`src/rtl/sensor_poll_scheduler.sv`:
```
// sensor_poll_scheduler
// Sweeps up to 32 sensors in ascending address order. Each enabled sensor
// gets a one-cycle request strobe, then the scheduler waits for its response
// and forwards the captured data together with the sensor address.
//
// Optional feature macro: SENSOR_POLL_TIMEOUT_EN
//   defined   : a WAIT timer flags sensors that stay silent for TIMEOUT_CYCLES
//               cycles in err_mask and moves on to the next sensor.
//   undefined : WAIT holds until rsp_valid or abort; err_mask is tied to 0.
//
// Ports
//   clk        : clock, rising edge
//   rst        : asynchronous reset, active low
//   start      : begin one sweep (sampled only while idle)
//   abort      : cancel the current sweep, back to idle next cycle
//   enable     : per-sensor poll mask, snapshotted at start
//   rsp_valid  : addressed sensor presents rsp_data this cycle
//   rsp_data   : sensor response data
//   sel_addr   : sensor select address, held between requests
//   req        : one-cycle request strobe
//   busy       : high whenever a sweep is in progress
//   data_valid : one-cycle strobe qualifying data_out / data_addr
//   data_out   : captured response data
//   data_addr  : address of the sensor that produced data_out
//   err_mask   : sticky timeout flags for the current sweep
//   done       : one-cycle end-of-sweep strobe
module sensor_poll_scheduler #(
    parameter int TIMEOUT_CYCLES = 1000,
    parameter int DW             = 8
) (
    input  logic          clk,
    input  logic          rst,
    input  logic          start,
    input  logic          abort,
    input  logic [31:0]   enable,
    input  logic          rsp_valid,
    input  logic [DW-1:0] rsp_data,
    output logic [4:0]    sel_addr,
    output logic          req,
    output logic          busy,
    output logic          data_valid,
    output logic [DW-1:0] data_out,
    output logic [4:0]    data_addr,
    output logic [31:0]   err_mask,
    output logic          done
);

    // The timer is 16 bits wide, so the parameter must fit.
    if (TIMEOUT_CYCLES < 2 || TIMEOUT_CYCLES > 65535) begin : g_timeout_range
        $fatal(1, "TIMEOUT_CYCLES out of range 2..65535");
    end

    typedef enum logic [2:0] {IDLE, SCAN, REQ, WAIT, NEXT, DONE} state_t;

    state_t        state_reg, state_next;
    logic [4:0]    ptr_reg, ptr_next;
    logic [31:0]   mask_reg, mask_next;
    logic [4:0]    sel_addr_reg, sel_addr_next;
    logic          req_reg, req_next;
    logic          busy_reg, busy_next;
    logic          data_valid_reg, data_valid_next;
    logic [DW-1:0] data_out_reg, data_out_next;
    logic [4:0]    data_addr_reg, data_addr_next;
    logic          done_reg, done_next;
`ifdef SENSOR_POLL_TIMEOUT_EN
    logic [15:0]   timer_reg, timer_next;
    logic [31:0]   err_mask_reg, err_mask_next;
`endif

    always_comb begin
        state_next      = state_reg;
        ptr_next        = ptr_reg;
        mask_next       = mask_reg;
        sel_addr_next   = sel_addr_reg;
        req_next        = 1'b0;
        data_valid_next = 1'b0;
        data_out_next   = data_out_reg;
        data_addr_next  = data_addr_reg;
        done_next       = 1'b0;
`ifdef SENSOR_POLL_TIMEOUT_EN
        timer_next      = timer_reg;
        err_mask_next   = err_mask_reg;
`endif
        // Abort wins over every other transition and suppresses all strobes
        // and captures that the current state would otherwise produce.
        if (abort && state_reg != IDLE) begin
            state_next = IDLE;
        end else begin
            case (state_reg)
                IDLE: begin
                    if (start) begin
                        mask_next  = enable;
                        ptr_next   = 5'd0;
`ifdef SENSOR_POLL_TIMEOUT_EN
                        err_mask_next = 32'd0;
`endif
                        state_next = SCAN;
                    end
                end
                SCAN: begin
                    if (mask_reg[ptr_reg]) begin
                        state_next = REQ;
                    end else if (ptr_reg == 5'd31) begin
                        state_next = DONE;
                    end else begin
                        ptr_next = ptr_reg + 5'd1;
                    end
                end
                REQ: begin
                    sel_addr_next = ptr_reg;
                    req_next      = 1'b1;
`ifdef SENSOR_POLL_TIMEOUT_EN
                    timer_next    = 16'd0;
`endif
                    state_next    = WAIT;
                end
                WAIT: begin
                    // A response on the timeout cycle still counts as a response.
                    if (rsp_valid) begin
                        data_out_next   = rsp_data;
                        data_addr_next  = ptr_reg;
                        data_valid_next = 1'b1;
                        state_next      = NEXT;
                    end
`ifdef SENSOR_POLL_TIMEOUT_EN
                    else if (timer_reg == 16'(TIMEOUT_CYCLES - 1)) begin
                        err_mask_next[ptr_reg] = 1'b1;
                        state_next             = NEXT;
                    end else begin
                        timer_next = timer_reg + 16'd1;
                    end
`endif
                end
                NEXT: begin
                    // ptr stops at 31 so a sweep never wraps back to sensor 0.
                    if (ptr_reg == 5'd31) begin
                        state_next = DONE;
                    end else begin
                        ptr_next   = ptr_reg + 5'd1;
                        state_next = SCAN;
                    end
                end
                DONE: begin
                    done_next  = 1'b1;
                    state_next = IDLE;
                end
                default: state_next = IDLE;
            endcase
        end
        // Registered from the next state so busy tracks the state exactly.
        busy_next = (state_next != IDLE);
    end

    always_ff @(posedge clk or negedge rst) begin
        if (!rst) begin
            state_reg      <= IDLE;
            ptr_reg        <= 5'd0;
            mask_reg       <= 32'd0;
            sel_addr_reg   <= 5'd0;
            req_reg        <= 1'b0;
            busy_reg       <= 1'b0;
            data_valid_reg <= 1'b0;
            data_out_reg   <= '0;
            data_addr_reg  <= 5'd0;
            done_reg       <= 1'b0;
`ifdef SENSOR_POLL_TIMEOUT_EN
            timer_reg      <= 16'd0;
            err_mask_reg   <= 32'd0;
`endif
        end else begin
            state_reg      <= state_next;
            ptr_reg        <= ptr_next;
            mask_reg       <= mask_next;
            sel_addr_reg   <= sel_addr_next;
            req_reg        <= req_next;
            busy_reg       <= busy_next;
            data_valid_reg <= data_valid_next;
            data_out_reg   <= data_out_next;
            data_addr_reg  <= data_addr_next;
            done_reg       <= done_next;
`ifdef SENSOR_POLL_TIMEOUT_EN
            timer_reg      <= timer_next;
            err_mask_reg   <= err_mask_next;
`endif
        end
    end

    assign sel_addr   = sel_addr_reg;
    assign req        = req_reg;
    assign busy       = busy_reg;
    assign data_valid = data_valid_reg;
    assign data_out   = data_out_reg;
    assign data_addr  = data_addr_reg;
    assign done       = done_reg;
`ifdef SENSOR_POLL_TIMEOUT_EN
    assign err_mask   = err_mask_reg;
`else
    assign err_mask   = 32'd0;
`endif

endmodule

```
`config.mk`:
```
export PLATFORM = sky130hd
export DESIGN_NAME = sensor_poll_scheduler
export DESIGN_NICKNAME = d
export VERILOG_FILES = /design/src/rtl/sensor_poll_scheduler.sv
export SDC_FILE = /design/constraint.sdc
export NUM_CORES = 1
export LEC_CHECK = 0
export CORE_MARGIN = 2
export CORE_UTILIZATION = 38
export DETAILED_ROUTE_END_ITERATION = 12
export HOLD_SLACK_MARGIN = 0.02
export PLACE_DENSITY_LB_ADDON = 0.05
export SLEW_MARGIN = 20
export SYNTH_ARGS = -nofsm -noshare
export SYNTH_HDL_FRONTEND = slang
export SYNTH_SLANG_ARGS = --single-unit
```
`constraint.sdc`:
```
create_clock -name clk -period 6.3 [get_ports clk]
set_input_delay 1.26 -clock clk [delete_from_list [all_inputs] [get_ports clk]]
set_output_delay 1.26 -clock clk [all_outputs]
set_load 0.03 [all_outputs]
```
* Word-level counts from Yosys, hierarchy flattened
Cells that the tools add are included.
** Word-level totals
- Bits in registers :: 62
- Bits of input ports :: 45
- Output and inout port bits :: 54
- Word-level logic and storage cells :: 50
** Cells by class
- Add/sub/neg operators :: 1
- Order comparisons :: 1
- Equal/unequal tests :: 8
- Multiplexer cells :: 20
- Bitwise logic cells :: 1
- Reduce and logical (&&, ||, !) cells :: 9
** Operators by type and width (number)
- 3-bit 2-to-1 mux :: 6
- 5-bit 2-to-1 mux :: 3
- 3-bit one-hot mux with 5 select lines :: 1
- 5-bit one-hot mux with 3 select lines :: 1
- 3-bit nonzero test :: 3
- 1-bit 2-to-1 mux :: 8
- 3-bit by 2-bit equality test with 1-bit output (second input constant) :: 2
- 3-bit equality test (second input constant) :: 2
- 5-bit by 6-bit < comparator with 1-bit output (second input constant) :: 1
- 3-bit AND reduction :: 2
- 5-bit by 1-bit adder with 5-bit output (second input constant) :: 1
- 1-bit binary-select mux with 5-bit select :: 1
- 5-bit equality test (second input constant) :: 1
- 2-bit != test (second input constant) :: 2
- 4-bit AND reduction :: 1
- 3-bit by 1-bit equality test with 1-bit output (second input constant) :: 1
- 3-bit logical NOT :: 1
- 2-bit AND reduction :: 1
- 1-bit logical AND :: 1
- 1-bit inverter :: 1

* Longest topological paths before layout
Gate-level depths: netlist of the first run.
- Depth in word-level cells :: 6
- Depth in mapped cells :: 8
- Gate-level depth less buffers :: 8

* Worst setup path after synthesis of the first run
OpenSTA, ideal clock, no wires.
- Kind :: input to register
- Start :: in abort
- End :: reg mask_reg[10]
- Setup time :: 0.128 ns
- Arrival time :: 2.797 ns
- Required time :: 6.172 ns
- Path slack :: 3.375 ns
- Stages :: 6
- Buffers on the path :: 2
- Path through :: clkbuf_1 > nand2b_1 > a22o_1 > nor3_2 > buf_2 > mux2_1
** Between the ends
- Longest elaborated chain between the ends :: 3
** Ends and longest elaborated chain
- start, declared :: line 34 : input logic abort,
- 1-bit logical AND :: line 86 : if (abort && state_reg != IDLE) begin
- 1-bit inverter (no line)
- 3-bit AND reduction (no line)
- end signal, assigned :: line 173 : mask_reg <= mask_next;
- end, declared :: line 57 : logic [31:0] mask_reg, mask_next;
Every way passes these cells.
A chain may end at the register's enable or synchronous reset.

* Worst setup path in the final report of the first run
- Start :: in abort
- End :: reg ptr_reg[3]
** Between the ends
- Longest elaborated chain between the ends :: 3
** Ends and longest elaborated chain
- 1-bit logical AND :: line 86
- 1-bit inverter (no line)
- 4-bit AND reduction (no line)
- end signal, assigned :: line 172 : ptr_reg <= ptr_next;
- end, declared :: line 56 : logic [4:0] ptr_reg, ptr_next;
Every way passes these cells.

==> impl_results.md, run 1 <==
- Starting Density: 0.386
- Outcome: completed
- # diodes: 0
- Max reg flops: 32
- Crit path cell chain: clkdlybuf4s50_1 > nand2b_1 > a22o_1 > nor3_4 > buf_4 > a41oi_1 > nor4_1 > o22ai_1
- Clock Path Buffers: 2
- Register bit total from synthesis: 62
- Register area share after synthesis: 0.494
- Vias in the first global route: 2221
- WL final: 6210 µm
- Clock skew: 7.34 ps
- Hold buffer count at CTS: 0
- Total grt overflow: 0
- Gpl congestion: 0.811
- Slowest stage delay, CP: 570 ps
- Hold Violations, Final: 0
- Die span in x: about 95 µm
- Worst-path clk slew: 70 ps
- Rel. slew slack: 0.386
- DIE AREA: 9010 µm²
- CTS root buf: clkbuf_8
- Site row count: 33
- First-pass DRT Iterations: 4
- Post-Synthesis Cells: about 290
- Highest Clock Rate: 312 MHz
- Die Y: approximately 95 µm
- Mean Syn Cell Area: 11.0 µm²
- Crit path max fanout: 35
- Share of post-route cells with drive strength above 1: 0.0881
- CP top delay family: buffers and inverters
- Synthesis-to-layout area growth: 26.5%
- Post-synth EDFFs: 0
- TNS Setup: 0 ps
- Number of CTS-inserted buffers: 9
- First-pass GRT wire length: 10600 µm
- Critical Path RT: around 6500 ps
- Clk_lat worst skew: roughly 340 ps
- PwrDens: 451 nW/µm²
- Clock sink count: 62
- Tmin final: 3200 ps
- Worst Path Buf+Inv: 2
- Htree depth: 3
- Wirelength per Cell: between 10 and 15 µm
- Maxcap violations: 0
- DRC: 0
- Final setup vio count: 0
- Tightest Pin Transition: 921 ps
- Leak Pwr: 1.75 nW
- Tot GR Track Use: 0.156
- Largest net degree at the start of global routing: between 60 and 70
- Fin crit share: 0.508
- WHS: ~470 ps
- YS warnings: 0
- Distinct cells, synth: 47
- I/O Buffers: 66
- Endpoint class of the critical path: flip-flop
- Vias per inst: 4.76
- Final ANT Viol Nets: 0
- Io pins: ~100
- Slack of the critical path: 3100 ps
- VDD IR max: 159 µV
- Fillcell total: about 760
- RSZ-0062 raised after global routing: no
- Async SR Flop Fraction: 1.00
- Crit path launch type: primary input
- CTS tree: yes
- Crit Path Category: in -> reg
- Nets: between 300 and 400
- Hold Path Class: reg -> reg
- Post-cts resize count: 0
- Post-detail-place hpwl: about 4200 µm
- Antenna violations before repair: 0
- Max-slew violations: 0
- Pre-CTS setup slack: 2720 ps
- Netlist Area Pre-Place: roughly 3100 µm²
- CP max-delay cell: clkdlybuf4s50_1
- Crit path arrival time: 3420 ps
- Via count: about 2200
- Top_reg_cell synth: dfrtp_1
- Core Box Area: about 8100 µm²
- 1st-iter DRT viols: 111
- Setup Buffers After CTS: 0
==> Yosys cell counts (5+ instances only) <==
library cell / instances / area, µm²
inv_1: 5 / 18.8
nand3_1: 6 / 30.0
dfrtp_1: 62 / 1550
a21oi_1: 6 / 30.0
clkbuf_1: 9 / 33.8
mux2_1: 32 / 360
nand2_1: 44 / 165
mux2_2: 5 / 56.3
nor3_1: 5 / 25.0
mux2i_1: 11 / 110
nor2_1: 9 / 33.8
buf_2: 5 / 25.0
o21ai_0: 6 / 30.0
buf_4: 32 / 240
==> kinds of logic after synthesis <==
logic type / after synthesis / share of synthesized area
buffers and inverters: 54 / 0.107
other: 1 / 0.00119
AOI/OAI and AO/OA: 33 / 0.0733
adders and majority gates: 3 / 0.0111
muxes: 51 / 0.189
DFF: 62 / 0.494
and+or+nand+nor: 82 / 0.124
==> tightest hold or removal path: stages (launching register included) <==
cell and delay [ps]:
dfrtp_1 340, nand2_1 50, nand2_1 50
==> layout by cell type (no fill, tap or decap), types with 2 or more instances in the layout <==
cell type,n
clkdlybuf4s50_1,65
dfrtp_1,62
nand2_1,44
mux2_1,32
conb_1,32
mux2i_1,11
clkbuf_8,11
nor2_1,9
nand3_1,6
a21oi_1,6
o21ai_0,6
inv_1,5
nor3_1,5
mux2_2,5
o22ai_1,4
nor4_1,4
mux4_2,3
a22oi_1,3
and3_1,2
nor2b_1,2
nand2b_1,2
or3_1,2
a311o_1,2
ha_1,2
bufinv_16,2
clkinv_2,2
buf_4,2
==> power by group <==
part           internal, mW  leakage [nW]  switching, mW
registers             0.561         0.778          0.122
logic                 0.337         0.855          0.383
clock network         0.241         0.115          0.150
total                  1.14          1.75          0.655
==> per-layer routing <==
layer,global-route usage,up-vias,part of all wire
met5,0,-,0
met4,0.0700,0,0.021
met3,0.0423,10,0.051
met2,0.252,64,0.47
met1,0.195,1043,0.45
li1,-,1060,-
==> path summary, 6_finish.rpt <==
kind	slack [ps]	end	cells past startpoint	startpoint
setup reg to reg	3190	ptr_reg[1]	8	ptr_reg[1]
hold reg to reg	470	data_out[0]	2	data_out[0]
setup / recovery	3100	ptr_reg[3]	8	abort
max in group asynchronous	4680	mask_reg[1]	2	rst
hold / removal	470	data_out[0]	2	data_out[0]
min in group asynchronous	1070	done	2	rst
==> per-stage QoR <==
step                      std cells  cell area (µm²)  utilization  total power, mW
final                           457             3970        0.489             1.79
after detailed placement        442             3750        0.461             1.42
after floorplan                 317             3260            -             1.21
after global routing            457             3970        0.489             1.93
after global placement          442             3750        0.461             1.41
after CTS                       457             3970        0.489             1.82
==> cell type report <==
cell class / instances / area (µm²) / share of cell area
Multi-Input combinational cell: 201 / 1380 / 0.346
Sequential cell: 62 / 1550 / 0.390
Tap cell: 105 / 131 / 0.0331
Clock buffer: 11 / 151 / 0.0381
Clock inverter: 4 / 70.1 / 0.0176
Inverter: 6 / 22.5 / 0.00567
Timing Repair Buffer: 68 / 671 / 0.169
Power figures use the tool's default switching activity.
==> inputs of run 2 (changes only) <==
- clock period: 6.3 -> 2.8 ns (I/O delays scaled with it)
==> run 2 against run 1 <==
Sequential share of layout area shrank 0.28 points. Register-to-register slack got worse by 3000 ps. Via count increased by 2.3%. Hold slack got worse by 230 ps. Highest routed layer unchanged.
==> impl_results.md, run 2 (synthesis results as in run 1) <==
- Setup Buffers After CTS: 0
- # diodes: 0
- Clock skew: 8.56 ps
- Via count: 2227
- CTS tree: yes
- Htree depth: 3
- WL final: 6210 µm
- Largest net degree at the start of global routing: 36
- Commonest non-fill, non-tap cell in the layout: clkdlybuf4s50_1
- First-pass GRT wire length: approximately 10000 µm
- Commonest cells after routing, fill and taps aside: clkdlybuf4s50_1 (65), dfrtp_1 (62), nand2_1 (44), mux2_1 (32), conb_1 (32)
- Post-cts resize count: 0
- Worst-path clk slew: 70 ps
- Endpoint class of the critical path: flip-flop
- Antenna violations before repair: 0
- Maxcap violations: 0
- 1st-iter DRT viols: 49
- WHS: 247 ps
- TNS Setup: 0 ps
- Crit path launch type: flip-flop
- Worst Path Buf+Inv: 0
- Most used cell, CP: ha_1
- Vias per inst: 4.79
- Tot GR Track Use: 0.153
- Clk_lat worst skew: 340 ps
- Share of post-route cells with drive strength above 1: 0.108
- Tmin final: 2580 ps
- Io pins: 99
- Fin crit share: 0.921
- Crit path arrival time: roughly 2800 ps
- Nets: 402
- CP top delay family: adder cells
- Wirelength per Cell: around 13 µm
- Slowest stage delay, CP: 400 ps
- I/O Buffers: 66
- Rel. slew slack: 0.554
- Outcome: completed
- Wire length on met3: 315 µm
- Crit path cell chain: ha_1 > and3_1 > ha_1 > maj3_1 > a2bb2oi_1 > or2_1 > or3_1 > a311o_1
- Highest Clock Rate: 388 MHz
- Tightest Pin Transition: 668 ps
- Final setup vio count: 0
- Number of CTS-inserted buffers: 9
- Synthesis-to-layout area growth: 27.4%
- Crit path max fanout: 4
- Final ANT Viol Nets: 0
- DRC: 0
- Hold Path Class: in -> async
- Crit Path Category: reg -> reg
- Gpl congestion: 0.802
- Clock sink count: between 60 and 70
- Starting Density: 0.386
- Post-detail-place hpwl: 4520 µm
- Routed met1 length: 2800 µm
- Max-slew violations: 0
- Total grt overflow: 0
- Leak Pwr: 1.77 nW
- Vias in the first global route: between 2000 and 2500
- Die span in x: 94.9 µm
- CTS root buf: clkbuf_8
- DIE AREA: 9010 µm²
- DR WL met2: 2970 µm
- Hold Violations, Final: 0
- Max reg flops: 32
- First-pass DRT Iterations: 4
- Critical Path RT: a little over 3000 ps
- Top layer used by detailed routing: met4
- CP max-delay cell: maj3_1
- Die Y: 94.9 µm
- Hold buffer count at CTS: 0
- Clock Path Buffers: 2
- Core Box Area: 8130 µm²
- VDD IR max: around 400 µV
- RSZ-0062 raised after global routing: no
- PwrDens: 975 nW/µm²
- Site row count: 33
- Fillcell total: ~790
==> run 2: worst paths after layout <==
path,startpoint,endpoint,slack [ps],cells past startpoint
min reg2reg,data_out[1],data_out[1],480,2
max in group asynchronous,rst,mask_reg[18],1940,2
max,ptr_reg[0],ptr_reg[1],220,8
max reg2reg,ptr_reg[0],ptr_reg[1],220,8
min,rst,busy,250,1
min in group clk,data_out[1],data_out[1],480,2
==> run 2: cell type report <==
cell class                 count  area (µm²)  share of cell area
multi-input combinational    201        1380               0.344
inverter                       6        22.5             0.00563
clock inverter                 7        48.8              0.0122
timing repair buffer          75         748               0.187
clock buffer                   9         124              0.0309
tap                          105         131              0.0328
sequential                    62        1550               0.388
==> run 2: per-layer routing <==
metal  up-vias  track usage
met5         -            0
met4         0       0.0761
met3         9       0.0303
met2        69        0.243
met1      1073        0.199
li1       1076            -
==> run 2: through the flow <==
| step | worst slack (ps) | area, µm² | instances | util | total power [mW] |
|---|---|---|---|---|---|
| after floorplan | 320 | 3260 | 317 | - | 2.71 |
| after global placement | 275 | 3830 | 449 | 0.471 | 3.24 |
| after detailed placement | 247 | 3830 | 449 | 0.471 | 3.26 |
| after CTS | 225 | 4000 | 465 | 0.492 | 3.96 |
| after global routing | 77.3 | 4000 | 465 | 0.492 | 4.20 |
| final | 220 | 4000 | 465 | 0.492 | 3.90 |
==> run 2: where the power goes <==
| group | leakage [nW] | switching (mW) | internal (mW) |
|---|---|---|---|
| Combinational | 0.898 | 0.932 | 0.804 |
| Clock | 0.0894 | 0.368 | 0.322 |
| Sequential | 0.778 | 0.216 | 1.26 |
| Total | 1.77 | 1.52 | 2.39 |
==> run 2: worst reg2reg max path, cell delays in order (launching register included) <==
cell	delay, ps
dfrtp_1	380
ha_1	220
and3_1	190
ha_1	200
maj3_1	400
a2bb2oi_1	180
or2_1	230
or3_1	340
a311o_1	320
==> inputs of run 3 (changes only) <==
- CTS_BUF_LIST: default -> sky130_fd_sc_hd__clkbuf_16
==> run 3 against run 2 <==
Sequential share of layout area shrank 0.96 points. Sequential power is essentially flat. Clock-buffer cell count is the same. Via count shrank 0.58%. Maximum frequency shrank 0.32%. Highest routed layer unchanged. Die area is the same. Register-to-register slack is essentially flat. Routed wire length grew 0.39%. Core utilization grew 1.2 points. First-iteration DRC count grew 27%. Largest cell class unchanged.
==> impl_results.md, run 3 (synthesis results as in run 1) <==
- Cells after DPL: 449
- CTS tree: yes
- Highest Clock Rate: 386 MHz
- Fin crit share: 0.924
- Max reg flops: 32
- Io pins: 99
- Gpl congestion: 0.802
- Starting Density: 0.386
- Commonest non-fill, non-tap cell in the layout: clkdlybuf4s50_1
- Endpoint class of the critical path: flip-flop
- VDD IR max: 402 µV
- 1st-iter DRT viols: 62
- Hold Violations, Final: 0
- Share of post-route cells with drive strength above 1: 0.108
- Tmin final: between 2000 and 3000 ps
- Fillcell total: 774
- Die span in x: 94.9 µm
- Clock Path Buffers: 2
- Clock sink count: 62
- Clk_lat worst skew: 320 ps
- Worst-path clk slew: 60 ps
- Synthesis-to-layout area growth: 30.6%
- Post-detail-place hpwl: around 4500 µm
- Maxcap violations: 0
- Crit path max fanout: 4
- TNS Setup: 0 ps
- Via count: 2214
- Tightest Pin Transition: 675 ps
- Final non-filler cell total: 465
- Vias per inst: 4.76
- WL final: 6240 µm
- CTS root buf: clkbuf_16
- Antenna violations before repair: 0
- Die Y: around 95 µm
- Crit path arrival time: 2790 ps
- Crit Path Category: reg -> reg
- Met3 Use GR: 0.0423
- Post-cts resize count: 0
- Rel. slew slack: 0.550
- Clock skew: 7.30 ps
- PwrDens: around 1000 nW/µm²
- Final setup vio count: 0
- Htree depth: 3
- Wirelength per Cell: 13.4 µm
- Tot GR Track Use: 0.153
- Setup Buffers After CTS: 0
- WHS: 267 ps
- Outcome: completed
- Met1 Use GR: 0.200
- DRC: 0
- Largest net degree at the start of global routing: 36
- Final ANT Viol Nets: 0
- I/O Buffers: 66
- Hold Path Class: in -> async
- GR met2 Demand/Resource: 0.246
- Leak Pwr: 1.81 nW
- Core Box Area: ~8100 µm²
- Commonest cells after routing, fill and taps aside: clkdlybuf4s50_1 (65), dfrtp_1 (62), nand2_1 (44), mux2_1 (32), conb_1 (32)
- Max-slew violations: 0
- Vias in the first global route: 2161
- # diodes: 0
- Site row count: 33
- Critical Path RT: around 3000 ps
- RSZ-0062 raised after global routing: no
- DIE AREA: 9010 µm²
- Number of CTS-inserted buffers: 9
- Total grt overflow: 0
- Hold buffer count at CTS: 0
- First-pass DRT Iterations: 4
- Nets: 402
- First-pass GRT wire length: 10600 µm
- Busiest grt layer: met2
- Crit path launch type: flip-flop
## run 3: critical path: stages, from the launching register on
cell       delay, ps
dfrtp_1          380
ha_1             220
and3_1           190
ha_1             210
maj3_1           400
a2bb2oi_1        190
or2_1            230
or3_1            340
a311o_1          320
## run 3: per-layer routing
layer | vias up | wire length [µm]
met5 | - | 0
met4 | 0 | 80
met3 | 9 | 356
met2 | 75 | 2990
met1 | 1056 | 2810
li1 | 1074 | -
## run 3: per-stage QoR
| stage | setup slack (ps) | total power [mW] | cell area [µm²] | util |
|---|---|---|---|---|
| floorplan | 320 | 2.71 | 3260 | - |
| detailed placement | 247 | 3.26 | 3830 | 0.471 |
| finish | 212 | 4.22 | 4100 | 0.505 |
| global placement | 275 | 3.24 | 3830 | 0.471 |
| global route | 70.8 | 4.53 | 4100 | 0.505 |
| CTS | 227 | 4.28 | 4100 | 0.505 |
## run 3: final timing paths
kind | endpoint | start | depth (start not counted) | slack [ps]
max in group asynchronous | mask_reg[22] | rst | 2 | 1910
max reg2reg | ptr_reg[1] | ptr_reg[0] | 8 | 210
min | busy | rst | 1 | 270
min in group clk | data_out[1] | data_out[1] | 2 | 470
min reg2reg | data_out[1] | data_out[1] | 2 | 470
max | ptr_reg[1] | ptr_reg[0] | 8 | 210
## run 3: final cells by class
type / instances / area, µm² / area share
clock buffer: 9 / 225 / 0.0549
inverter: 6 / 22.5 / 0.00549
sequential: 62 / 1550 / 0.378
timing repair buffer: 75 / 748 / 0.182
tap: 105 / 131 / 0.0320
multi-input combinational: 201 / 1380 / 0.335
clock inverter: 7 / 48.8 / 0.0119
## run 3: power breakdown
group / switching (mW) / internal, mW / total [mW]
clock: 0.403 / 0.599 / 1.00
sequential: 0.216 / 1.27 / 1.48
combinational: 0.930 / 0.804 / 1.73
total: 1.55 / 2.67 / 4.22
